## config.mk

```make
export PLATFORM = sky130hd
export DESIGN_NAME = bullet_scheduler
export DESIGN_NICKNAME = d
export VERILOG_FILES = /design/src/rtl/bullet_scheduler.sv
export SDC_FILE = /design/constraint.sdc
export NUM_CORES = 1
export LEC_CHECK = 0
export ABC_CLOCK_PERIOD_IN_PS = 5300
export CAP_MARGIN = 10
export CORE_AREA = 2 2 69 104
export DETAILED_ROUTE_END_ITERATION = 10
export DIE_AREA = 0 0 71 106
export MAX_ROUTING_LAYER = met4
export PLACE_DENSITY_LB_ADDON = 0.15
export REMOVE_ABC_BUFFERS = 1
export SLEW_MARGIN = 20
export SYNTH_ARGS = -nofsm -noshare
export SYNTH_HDL_FRONTEND = slang
export SYNTH_SLANG_ARGS = --single-unit
```

## constraint.sdc

```tcl
create_clock -name frame_clk -period 5.3 [get_ports frame_clk]
set_clock_uncertainty 0.05 [all_clocks]
set_input_delay 0.795 -clock frame_clk [delete_from_list [all_inputs] [get_ports frame_clk]]
set_output_delay 0.795 -clock frame_clk [all_outputs]
set_load 0.02 [all_outputs]
```

## src/rtl/bullet_scheduler.sv

```systemverilog
// Bullet-slot allocator: turns held shoot levels into single requests and arbitrates both tanks onto a shared pool.
// Define BULLET_LIFETIME_EN to add per-slot lifetime counters that free a bullet after LIFETIME frames.
module bullet_scheduler #(
  parameter int unsigned NUM_SLOTS    = 4,
  parameter int unsigned MAX_PER_TANK = 2,
  parameter int unsigned COOLDOWN     = 8,
  parameter int unsigned LIFETIME     = 300
) (
  input  logic                         frame_clk,
  input  logic                         Reset,
  input  logic [1:0]                   game_end,
  input  logic                         shoot1,
  input  logic                         shoot2,
  input  logic [9:0]                   tank1_x,
  input  logic [9:0]                   tank1_y,
  input  logic [9:0]                   tank2_x,
  input  logic [9:0]                   tank2_y,
  input  logic [5:0]                   angle1,
  input  logic [5:0]                   angle2,
  input  logic [NUM_SLOTS-1:0]         slot_hit,
  output logic [NUM_SLOTS-1:0]         slot_active,
  output logic [NUM_SLOTS-1:0]         slot_owner,
  output logic                         spawn_valid,
  output logic [$clog2(NUM_SLOTS)-1:0] spawn_slot,
  output logic                         spawn_owner,
  output logic [9:0]                   spawn_x,
  output logic [9:0]                   spawn_y,
  output logic [5:0]                   spawn_angle,
  output logic [3:0]                   count1,
  output logic [3:0]                   count2
);

  localparam int unsigned SW      = $clog2(NUM_SLOTS);
  localparam logic [3:0]  MAX_C   = 4'(MAX_PER_TANK);
  localparam logic [7:0]  CD_INIT = 8'(COOLDOWN);

  logic                 prev1_q, prev2_q, pend1_q, pend2_q, rr_q;
  logic                 pend1_d, pend2_d, rr_d;
  logic [7:0]           cd1_q, cd2_q, cd1_d, cd2_d;
  logic [NUM_SLOTS-1:0] active_q, active_d, owner_q, owner_d, expire;
  logic                 spawn_valid_q, spawn_valid_d, spawn_owner_q, spawn_owner_d;
  logic [SW-1:0]        spawn_slot_q, spawn_slot_d, free_idx;
  logic [9:0]           spawn_x_q, spawn_x_d, spawn_y_q, spawn_y_d;
  logic [5:0]           spawn_angle_q, spawn_angle_d;
  logic [3:0]           cnt1, cnt2;
  logic                 round_end, any_free, elig1, elig2, grant1, grant2, grant_any;

  assign round_end = |game_end;
  assign any_free  = ~&active_q;

  always_comb begin
    free_idx = '0;
    for (int unsigned i = NUM_SLOTS; i > 0; i--) begin
      if (!active_q[i-1]) free_idx = SW'(i-1);
    end
  end

  always_comb begin
    cnt1 = '0;
    cnt2 = '0;
    for (int unsigned i = 0; i < NUM_SLOTS; i++) begin
      if (active_q[i] && !owner_q[i]) cnt1 = cnt1 + 4'd1;
      if (active_q[i] &&  owner_q[i]) cnt2 = cnt2 + 4'd1;
    end
  end

  assign elig1     = pend1_q && (cd1_q == '0) && (cnt1 < MAX_C) && any_free;
  assign elig2     = pend2_q && (cd2_q == '0) && (cnt2 < MAX_C) && any_free;
  assign grant1    = !round_end && elig1 && (!elig2 || !rr_q);
  assign grant2    = !round_end && elig2 && (!elig1 ||  rr_q);
  assign grant_any = grant1 || grant2;

  // An eligible loser keeps its request; anything ineligible is dropped, never queued.
  always_comb begin
    pend1_d = 1'b0;
    pend2_d = 1'b0;
    cd1_d   = '0;
    cd2_d   = '0;
    rr_d    = 1'b0;
    if (!round_end) begin
      pend1_d = (shoot1 && !prev1_q) || (pend1_q && elig1 && !grant1);
      pend2_d = (shoot2 && !prev2_q) || (pend2_q && elig2 && !grant2);
      cd1_d   = grant1 ? CD_INIT : ((cd1_q == '0) ? '0 : cd1_q - 8'd1);
      cd2_d   = grant2 ? CD_INIT : ((cd2_q == '0) ? '0 : cd2_q - 8'd1);
      rr_d    = (elig1 && elig2) ? !rr_q : rr_q;
    end
  end

  always_comb begin
    active_d = active_q;
    owner_d  = owner_q;
    for (int unsigned i = 0; i < NUM_SLOTS; i++) begin
      if (active_q[i] && (slot_hit[i] || expire[i])) active_d[i] = 1'b0;
      if (grant_any && (free_idx == SW'(i))) begin
        active_d[i] = 1'b1;
        owner_d[i]  = grant2;
      end
    end
    if (round_end) active_d = '0;
  end

  always_comb begin
    spawn_valid_d = grant_any;
    spawn_slot_d  = spawn_slot_q;
    spawn_owner_d = spawn_owner_q;
    spawn_x_d     = spawn_x_q;
    spawn_y_d     = spawn_y_q;
    spawn_angle_d = spawn_angle_q;
    if (grant_any) begin
      spawn_slot_d  = free_idx;
      spawn_owner_d = grant2;
      spawn_x_d     = grant2 ? tank2_x : tank1_x;
      spawn_y_d     = grant2 ? tank2_y : tank1_y;
      spawn_angle_d = grant2 ? angle2  : angle1;
    end
  end

`ifdef BULLET_LIFETIME_EN
  localparam logic [9:0] LIFE_INIT = 10'(LIFETIME);
  logic [9:0] life_q [NUM_SLOTS];
  logic [9:0] life_d [NUM_SLOTS];

  always_comb begin
    for (int unsigned i = 0; i < NUM_SLOTS; i++) begin
      expire[i] = active_q[i] && (life_q[i] == 10'd1);
      life_d[i] = life_q[i];
      if (grant_any && (free_idx == SW'(i))) life_d[i] = LIFE_INIT;
      else if (active_q[i] && (life_q[i] != '0)) life_d[i] = life_q[i] - 10'd1;
      if (round_end) life_d[i] = '0;
    end
  end

  always_ff @(posedge frame_clk or posedge Reset) begin
    if (Reset) begin
      for (int unsigned i = 0; i < NUM_SLOTS; i++) life_q[i] <= '0;
    end else begin
      for (int unsigned i = 0; i < NUM_SLOTS; i++) life_q[i] <= life_d[i];
    end
  end
`else
  assign expire = '0;
`endif

  always_ff @(posedge frame_clk or posedge Reset) begin
    if (Reset) begin
      prev1_q       <= 1'b0;
      prev2_q       <= 1'b0;
      pend1_q       <= 1'b0;
      pend2_q       <= 1'b0;
      rr_q          <= 1'b0;
      cd1_q         <= '0;
      cd2_q         <= '0;
      active_q      <= '0;
      owner_q       <= '0;
      spawn_valid_q <= 1'b0;
      spawn_slot_q  <= '0;
      spawn_owner_q <= 1'b0;
      spawn_x_q     <= '0;
      spawn_y_q     <= '0;
      spawn_angle_q <= '0;
    end else begin
      prev1_q       <= shoot1;
      prev2_q       <= shoot2;
      pend1_q       <= pend1_d;
      pend2_q       <= pend2_d;
      rr_q          <= rr_d;
      cd1_q         <= cd1_d;
      cd2_q         <= cd2_d;
      active_q      <= active_d;
      owner_q       <= owner_d;
      spawn_valid_q <= spawn_valid_d;
      spawn_slot_q  <= spawn_slot_d;
      spawn_owner_q <= spawn_owner_d;
      spawn_x_q     <= spawn_x_d;
      spawn_y_q     <= spawn_y_d;
      spawn_angle_q <= spawn_angle_d;
    end
  end

  assign slot_active = active_q;
  assign slot_owner  = owner_q;
  assign spawn_valid = spawn_valid_q;
  assign spawn_slot  = spawn_slot_q;
  assign spawn_owner = spawn_owner_q;
  assign spawn_x     = spawn_x_q;
  assign spawn_y     = spawn_y_q;
  assign spawn_angle = spawn_angle_q;
  assign count1      = cnt1;
  assign count2      = cnt2;

endmodule

```

==> impl_metrics.json <==
{
  "area_growth_pct": 40.6,
  "arrival_ns": 2.74,
  "routed_wl_microns": 7900,
  "status": "completed",
  "min_period_ns": 3.59,
  "pin_count": 108,
  "io_buffers": 105,
  "pwr_density_cell_mw_per_mm2": 475,
  "setup_viol": 0,
  "syn_avg_cell_area_sq_um": 10.3,
  "ff2ff_path_depth": 8,
  "post-route-period-util_pct": 67.7,
  "netlist_instances": 309,
  "mostFrequentLayoutCells": "105 x clkdlybuf4s50_1, 59 x dfrtp_1, 28 x nand3b_1",
  "yosysSeqAreaShare_pct": 46.2,
  "cts_tree": "built",
  "cts_buffers": 9,
  "hp-start": "cd2_q[0]",
  "cp.depth": 5,
  "ys_warn_count": 0,
  "routabilityCongestion": 0.794,
  "finalPower_uw": 2140,
  "cp_slowest_cell": "clkdlybuf4s50_1",
  "rsz0062_at_grt": "no",
  "ir_drop_v": 0.000275,
  "tightest_slew_ns": 0.874,
  "netlist_area_sq_mm": 0.00320,
  "hp-class": "reg2reg",
  "synth_edf_count": 0,
  "vias": 2747,
  "hold_violations": 0,
  "rows": 37,
  "die_area_sq_mm": 0.00753,
  "die_h_microns": 106,
  "reg2reg_from": "slot_active[2]",
  "cts-resized-gates": 0,
  "ant_nets": 0,
  "clock.fmax_mhz": 279,
  "clk_pin_slew_ns": 0.07,
  "nets": 475,
  "dr.pass1.iters": 4,
  "slowest_delay_ns": 0.59,
  "crit_type": "reg2out",
  "worst-path-max-fanout": 11,
  "coreArea_sq_mm": 0.00671,
  "leakagePower_uw": 0.00195,
  "endpoint_kind": "primary output",
  "r2r_slack_ns": 1.84,
  "grt_usage_pct": 22.8,
  "start_util_pct": 47.6,
  "path_buf_inv": 1,
  "fin_cells": 489,
  "crit_start": "slot_active[0]",
  "drtIter0Drc": 186,
  "antenna_found_initial": 0,
  "crit_path_end": "count2[1]",
  "cp_top_family": "buffers and inverters",
  "crit_required_ns": 4.45,
  "cts_post_setup_buffers_inserted": 0,
  "critPathLaunchType": "flip-flop",
  "async_flop_share_pct": 100,
  "ys_seq_elements": 59,
  "cts.path.max_buffers": 2,
  "die-width_microns": 71,
  "slew_headroom_pct": 41.7,
  "max-cap-violations": 0,
  "root_buffer": "clkbuf_8",
  "grt_pass1_wl_microns": 13100,
  "whs_ns": 0.414,
  "cts_hold_buf": 0,
  "dp_hpwl_microns": 5620,
  "n_antenna_cell": 0,
  "synth_cell_types": 51,
  "layout-drive-gt1-share_pct": 8.27,
  "drc": 0,
  "htreeDepth": 3,
  "fin_setup_tns_ns": 0,
  "via_per_inst": 5.62,
  "cts_sinks": 59,
  "overflow": 0,
  "synth_flop_cell": "dfrtp_1",
  "grt_max_degree": 60,
  "layout_commonest_cell": "clkdlybuf4s50_1",
  "wl_per_cell_microns": 16.2,
  "regToRegEndpoint": "spawn_y[5]",
  "insertion_delay_ns": 0.34,
  "grt_pass1_vias": 2771,
  "dp.cells": 473,
  "crit_chain": "and2_1, ha_1, xnor2_1, a21o_1, clkdlybuf4s50_1",
  "drv_slew": 0
}
==> report_power, final <==
group | switching (uW) | internal (uW)
clock | 176 | 324
combinational | 440 | 495
sequential | 101 | 600
total | 717 | 1420
==> kinds of logic after synthesis <==
logic type / count (synthesis) / share of synthesized area, %
AND/OR/NAND/NOR: 113 / 19.6
AO/OA/AOI/OAI: 70 / 19.7
flip-flops: 59 / 46.2
buffers and inverters: 37 / 5.32
XOR/XNOR: 17 / 4.66
adder cells (fa/ha/maj): 8 / 3.09
multiplexers: 4 / 1.33
other: 1 / 0.117
==> cells in the mapped netlist (4+ instances only) <==
| library cell | instances | area share, % |
|---|---|---|
| a211o_1 | 9 | 2.5 |
| a21oi_1 | 12 | 1.9 |
| and3_1 | 4 | 0.78 |
| buf_2 | 10 | 1.6 |
| clkbuf_1 | 8 | 0.94 |
| dfrtp_1 | 59 | 46 |
| ha_1 | 7 | 2.7 |
| inv_1 | 14 | 1.6 |
| nand2_1 | 22 | 2.6 |
| nand2b_1 | 5 | 0.98 |
| nand3_1 | 5 | 0.78 |
| nand3b_1 | 28 | 6.6 |
| nor2_1 | 22 | 2.6 |
| nor2b_1 | 4 | 0.78 |
| nor3_1 | 7 | 1.1 |
| o211a_1 | 6 | 1.9 |
| o21ai_0 | 6 | 0.94 |
| o221a_1 | 10 | 3.5 |
| o221a_2 | 7 | 2.5 |
| xnor2_1 | 11 | 3.0 |
| xor2_1 | 6 | 1.6 |
==> how the worst min path moves through the flow <==
stage / cells past startpoint / slack, ns / endpoint
finish: 1 / 0.41 / cd2_q[0]
floorplan: 1 / 0.38 / cd2_q[0]
detailed placement: 1 / 0.42 / cd2_q[0]
CTS: 1 / 0.42 / cd2_q[0]
global placement: 1 / 0.41 / cd2_q[0]
global route: 1 / 0.44 / cd2_q[0]
==> through the flow <==
stage               worst slack [ns]  util, %  area [sq um]
floorplan                       2.10        -          3080
global placement                1.93     63.4          4250
detailed placement              1.83     63.4          4250
CTS                             1.68     67.0          4500
global route                    1.50     67.0          4500
finish                          1.71     67.0          4500
==> worst register-to-register path: cells and delay by family, from the launching register on <==
| family | cells | cell delay (ns) |
|---|---|---|
| AO/OA/AOI/OAI | 2 | 0.94 |
| AND/OR/NAND/NOR | 2 | 0.92 |
| flip-flops | 1 | 0.54 |
| XOR/XNOR | 2 | 0.34 |
| multiplexers | 1 | 0.30 |
| adder cells (fa/ha/maj) | 1 | 0.27 |
==> sequential cells by signal (all words and copies together) (netlist names), 2 cells and up <==
name         flops
cd1_q            8
slot_owner       4
slot_active      4
spawn_x         10
spawn_angle      6
cd2_q            8
spawn_slot       2
spawn_y         10
==> final cells by class <==
type,instances,area [sq um]
clock buffers,11,141
clock inverters,5,100
fillers,557,2220
inverters,14,52.6
multi-input cells,214,1550
flip-flops and latches,59,1480
well taps,78,97.6
repair buffers,108,1070
==> routing by layer <==
metal	part of all wire (%)	global-route usage, %	wire length (microns)
met4	2.4	9.84	187
met5	0	-	0
met3	6.6	6.82	525
met1	40	25.9	3130
met2	51	37.2	4050
Power figures use the tool's default switching activity.
